`config.mk`:
```
export PLATFORM = sky130hd
export DESIGN_NAME = tdnn_delay_line
export DESIGN_NICKNAME = d
export VERILOG_FILES = /design/src/rtl/tdnn_delay_line.sv
export SDC_FILE = /design/constraint.sdc
export NUM_CORES = 1
export LEC_CHECK = 0
export CORE_ASPECT_RATIO = 0.6
export CORE_MARGIN = 2
export CORE_UTILIZATION = 47
export DETAILED_ROUTE_END_ITERATION = 8
export PLACE_DENSITY = 0.8
export SLEW_MARGIN = 20
export SYNTH_ARGS = -nofsm -noshare
export SYNTH_HDL_FRONTEND = slang
export SYNTH_SLANG_ARGS = --single-unit
```
`constraint.sdc`:
```
create_clock -name CLOCK_N -period 2.4 [get_ports CLOCK_N]
set_clock_uncertainty 0.2 [all_clocks]
set_input_delay 0.36 -clock CLOCK_N [delete_from_list [all_inputs] [get_ports CLOCK_N]]
set_output_delay 0.36 -clock CLOCK_N [all_outputs]
set_load 0.03 [all_outputs]
```
`src/rtl/tdnn_delay_line.sv`:
```
// Time-delay tap buffer: shifts a valid/ready sample stream into a NUM_INPUTS-deep
// window and presents it as a parallel tap vector every STRIDE accepted samples.
module tdnn_delay_line #(
   parameter int SIG_SIZE   = 16,
   parameter int NUM_INPUTS = 3,
   parameter int STRIDE     = 1,
   parameter int CNT_W      = 16
) (
   input  logic                                 CLOCK_N,
   input  logic                                 RESET_N,
   input  logic signed [SIG_SIZE-1:0]           SAMPLE_IN,
   input  logic                                 SAMPLE_VALID,
   output logic                                 SAMPLE_READY,
   input  logic                                 FLUSH,
   output logic [NUM_INPUTS-1:0][SIG_SIZE-1:0]  TAPS_OUT,
   output logic                                 TAPS_VALID,
   input  logic                                 TAPS_ACCEPT,
   output logic [$clog2(NUM_INPUTS+1)-1:0]      FILL_COUNT,
   output logic [CNT_W-1:0]                     WINDOW_COUNT
);

   localparam int FILL_W = $clog2(NUM_INPUTS + 1);
   localparam int SC_W   = (STRIDE > 1) ? $clog2(STRIDE) : 1;

   localparam logic [FILL_W-1:0] FILL_FULL = FILL_W'(NUM_INPUTS);
   localparam logic [FILL_W-1:0] FILL_LAST = FILL_W'(NUM_INPUTS - 1);
   localparam logic [SC_W-1:0]   SC_LAST   = SC_W'(STRIDE - 1);

   logic signed [SIG_SIZE-1:0] tap_p0 [NUM_INPUTS];
   logic [FILL_W-1:0]          fill_p0;
   logic [SC_W-1:0]            sc_p0;
   logic                       vld_p0;
   logic [CNT_W-1:0]           win_cnt_p0;

   logic accept;
   logic full_now;
   logic window_form;

   function automatic logic [FILL_W-1:0] fill_sat_inc(input logic [FILL_W-1:0] f);
      return (f == FILL_FULL) ? f : f + 1'b1;
   endfunction

   assign SAMPLE_READY = !FLUSH && (!vld_p0 || TAPS_ACCEPT);
   assign accept       = SAMPLE_VALID && SAMPLE_READY;
   assign full_now     = (fill_p0 == FILL_FULL);

   // First fill always forms a window; afterwards only every STRIDE-th accept does.
   assign window_form  = accept && ((fill_p0 == FILL_LAST) || (full_now && (sc_p0 == SC_LAST)));

   // Stage p0: the shift register doubles as the output tap vector.
   always_ff @(negedge CLOCK_N or negedge RESET_N) begin
      if (!RESET_N) begin
         for (int i = 0; i < NUM_INPUTS; i++) tap_p0[i] <= '0;
         fill_p0    <= '0;
         sc_p0      <= '0;
         vld_p0     <= 1'b0;
         win_cnt_p0 <= '0;
      end else if (FLUSH) begin
         for (int i = 0; i < NUM_INPUTS; i++) tap_p0[i] <= '0;
         fill_p0    <= '0;
         sc_p0      <= '0;
         vld_p0     <= 1'b0;
         win_cnt_p0 <= '0;
      end else begin
         if (accept) begin
            tap_p0[0] <= SAMPLE_IN;
            for (int i = 1; i < NUM_INPUTS; i++) tap_p0[i] <= tap_p0[i-1];
            fill_p0 <= fill_sat_inc(fill_p0);
         end

         if (window_form)
            sc_p0 <= '0;
         else if (accept && full_now)
            sc_p0 <= sc_p0 + 1'b1;

         if (window_form)
            vld_p0 <= 1'b1;
         else if (TAPS_ACCEPT)
            vld_p0 <= 1'b0;

         if (window_form)
            win_cnt_p0 <= win_cnt_p0 + 1'b1;
      end
   end

   for (genvar g = 0; g < NUM_INPUTS; g++) begin : g_taps
      assign TAPS_OUT[g] = tap_p0[g];
   end

   assign TAPS_VALID   = vld_p0;
   assign FILL_COUNT   = fill_p0;
   assign WINDOW_COUNT = win_cnt_p0;

endmodule

```
==> results.yml, run 1 <==
placed_design:
  hpwlAfterDp_mm: 5.61
  globalplace.congestion: 0.821
  port_buffers: 88
synthesis:
  yosys_warnings: 0
  ys_types: 35
  postSynthAreaPerCell_um2: 9.24
  ys.flop_type: "dfrtn_1"
  syn_area_mm2: 0.00299
  synth_nets: 347
  synthArstFlopShare_pct: 100
  seq_area_frac_synth_pct: 57.0
  ys_ff_latch: 68
  synth_cells: 323
  synth_edf_count: 0
clocking:
  cts_buffers: 9
  cts_hold_buf: 0
  htreeDepth: 3
  cts-root-buf: "clkbuf_8"
  cts.sinks: 68
  cts.path.max_buffers: 2
run_status:
  failing_step: "global routing (5_1_grt)"
  error: "[ERROR DPL-0038] Utilization greater than 100%, impossible to legalize"
  status: "did not finish"
floorplanning:
  dieHeight_um: 65.7
  fp.dieW_um: 107
  ios: 89
  start_util_pct: 48.6
  rows: 22
timing:
  worstEpCategory: "top-level output"
  timing.grt.repair.worst_endpoint: "SAMPLE_READY"
global_routing:
  grt_max_degree: 46
[stage by stage]
| step | setup slack (ps) | utilization, % | instance area [um^2] | TNS, ps | instances |
|---|---|---|---|---|---|
| CTS | -598 | 92.0 | 5650 | -50330 | 600 |
| detailed placement | -950 | 68.0 | 4180 | -53830 | 526 |
| floorplan | -468 | - | 3080 | -16020 | 323 |
| global placement | -905 | 68.0 | 4180 | -51750 | 526 |
[repair_timing]
action | 4_1_cts
gates resized for setup | 189
buffers inserted | 52
gates cloned | 7
setup endpoints to repair | 136
pin swaps | 32
[cells by family after synthesis]
logic type	count (synthesis)	share of synthesized area [%]
DFF	68	57.0
and+or+nand+nor	191	29.3
xor gates and xnor gates	1	0.293
adders and majority gates	3	1.26
muxes	4	1.51
buffers and inverters	27	4.44
AOI/OAI and AO/OA	29	6.20
[Yosys cell counts (all sizes together) (3+ instances only)]
cell type | count | area (um^2)
nand2 | 103 | 387
dfrtn | 68 | 1700
nand3 | 54 | 275
clkbuf | 14 | 52.6
a21oi | 9 | 45.0
o21ai | 9 | 45.0
nor2 | 7 | 26.3
buf | 6 | 45.0
inv | 6 | 22.5
or4 | 5 | 37.5
mux2 | 4 | 45.0
nor2b | 4 | 27.5
nor4 | 4 | 25.0
o31ai | 4 | 30.0
or3 | 4 | 25.0
and3 | 3 | 18.8
ha | 3 | 37.5
o311ai | 3 | 26.3
==> run 2, diff against run 1 <==
Settings changed: CORE_ASPECT_RATIO 0.6 to unset, CORE_UTILIZATION 47 to 40, PLACE_DENSITY 0.8 to unset, PLACE_DENSITY_LB_ADDON set to 0.15.
==> run 2 against run 1 <==
The flow now finishes, with violations (negative setup slack). Synthesized cell count unchanged. Area after synthesis unchanged.
==> results.yml, run 2 <==
clocking:
  clock_latency_ps: 350
  cts_buffers: 9
  htreeDepth: 3
  clk_pin_slew_worst_paths_ps: 50
  tritoncts: "yes"
  cts-root-buf: "clkbuf_8"
  cts.path.max_buffers: 2
  cts.sinks: 68
run_status:
  violations: "negative setup slack"
  status: "finished with violations"
finish:
  antenna_cells: 0
  largest_reg_flops: 48
  synthToLayoutAreaGrowth_pct: 97.5
  num-nets-final: 545
  fill_cells: 407
  drive_above_1_share_pct: 60.1
  final_cell_mix: "buf_4, buf_6, dfrtn_1"
  final_common_cell: "buf_4"
  stdcell_count: 625
routing:
  wl_per_cell_um: 17.9
  first_pass_iters: 4
  drt_iter0_markers: 162
  drt_wl_total_mm: 11.2
  final_antenna_net_count: 0
  drc: 0
  via_per_inst: 5.27
  num_vias: 3294
worst_setup_path:
  critPathCaptureType: "output port"
  cp.arrival_ps: 2340
  cp_data_required_time_ps: 1840
  startpoint_type: "register"
  critPathMaxFanout: 2
  worstSetupPathType: "register to output port"
timing:
  setup_viol: 136
  rsz0062_at_grt: "yes"
  slew_viol_final: 0
  hold_viol: 0
  slew_headroom_pct: 63.0
  worst_slew_pin_slew_ps: 555
  finalSetupTns_ps: -47230
  worst_slack_ps: -503
min_path:
  min_path_type: "register to register"
floorplanning:
  ios: 89
  fp.dieW_um: 90.4
  dieHeight_um: 90.4
  coreArea_mm2: 0.00725
  rows: 31
  start_util_pct: 41.2
  die_area_mm2: 0.00817
synthesis:
  yosysTopAreaCellShare_pct: 57.0
  seq_area_frac_synth_pct: 57.0
  ys_ff_latch: 68
  postSynthAreaPerCell_um2: 9.24
  synth_nets: 347
  synthTopCellsByCount: "nand2_1, dfrtn_1, nand3_1"
  ys_types: 35
  synth_cells: 323
  ys.flop_type: "dfrtn_1"
  yosysMostFrequentCell: "nand2_1"
  synthTopCellsByArea: "dfrtn_1, nand2_1, nand3_1"
  synth_largest_area_cell: "dfrtn_1"
  yosys_warnings: 0
  syn_area_mm2: 0.00299
  synthArstFlopShare_pct: 100
  synth_edf_count: 0
placed_design:
  port_buffers: 88
  globalplace.congestion: 0.738
  hpwlAfterDp_mm: 5.06
  place_inst: 529
global_routing:
  antenna_found_initial: 0
  grt_pass1_wl_mm: 15.2
  grt-ovfl-total: 0
  grt_max_degree: 41
  gr-usage-all-layers_pct: 23.2
  grt_pass1_vias: 3067
pwr:
  powerDensity_mw_per_mm2: 477
  p_leak_nw: 3.16
  ir_drop_mv: 0.353
job:
  cap_violations: 0
[run 2: repair_timing]
item,4_1_cts,5_1_grt
setup endpoints to repair,136,136
buffers inserted,40,29
pin swaps,11,37
gates cloned,6,6
gates resized for setup,105,130
hold buffers,0,0
[run 2: final timing paths]
kind                          startpoint                to  slack, ps  cells past startpoint
min in group asynchronous        RESET_N   WINDOW_COUNT[3]        890                      2
min                                sc_p0             sc_p0        290                      1
max in group asynchronous        RESET_N       TAPS_OUT[9]        850                      2
min reg2reg                        sc_p0             sc_p0        290                      1
max                           TAPS_VALID      SAMPLE_READY       -500                      3
max reg2reg                FILL_COUNT[0]  WINDOW_COUNT[13]        120                      7
[run 2: worst max-delay path: stages, from the launching register on]
cell	delay [ps]
dfrtn_1	470
nand2b_4	70
and2_4	140
buf_6	130
[run 2: layer usage]
metal	routed length (um)	GRT usage (%)	vias to the layer above
li1	-	-	1501
met1	4550	31.2	1655
met2	5830	37.2	119
met3	552	4.42	19
met4	240	9.36	0
met5	0	0	-
[run 2: cells by family (layout without fill, tap and decap cells)]
group / after synthesis / count (layout) / share of synthesized area (%)
buffers and inverters: 27 / 229 / 4.44
AND/OR/NAND/NOR: 191 / 192 / 29.3
flip-flops: 68 / 68 / 57.0
multiplexers: 4 / 4 / 1.51
XOR/XNOR: 1 / 1 / 0.293
AO/OA/AOI/OAI: 29 / 29 / 6.20
adder cells (fa/ha/maj): 3 / 3 / 1.26
[run 2: power breakdown]
part | switching [W] | internal (W) | total, W
registers | 0.0000344 | 0.00119 | 0.00123
clock network | 0.000515 | 0.000485 | 0.00100
logic | 0.000303 | 0.000280 | 0.000583
total | 0.000852 | 0.00196 | 0.00281
[run 2: final cells by class]
| type | instances | area [um^2] | area share (%) |
|---|---|---|---|
| timing repair buffer | 207 | 2160 | 36.6 |
| tap | 99 | 124 | 2.10 |
| clock inverter | 7 | 75.1 | 1.27 |
| inverter | 6 | 22.5 | 0.382 |
| clock buffer | 9 | 124 | 2.10 |
| multi-input combinational | 229 | 1690 | 28.7 |
| sequential | 68 | 1700 | 28.9 |
[run 2: metrics by stage]
stage          power, W  setup WS [ps]  hold WS [ps]  utilization, %  instance area (um^2)
2_1_floorplan   0.00142           -468           243               -                  3080
3_5_place_dp    0.00160           -983           248            56.6                  4110
3_3_place_gp    0.00160           -912           244            56.6                  4110
5_1_grt         0.00291           -526           307            81.3                  5900
4_1_cts         0.00269           -477           266            70.6                  5120
6_report        0.00281           -503           290            81.3                  5900
Note: power is estimated with default switching activity, not from simulation.
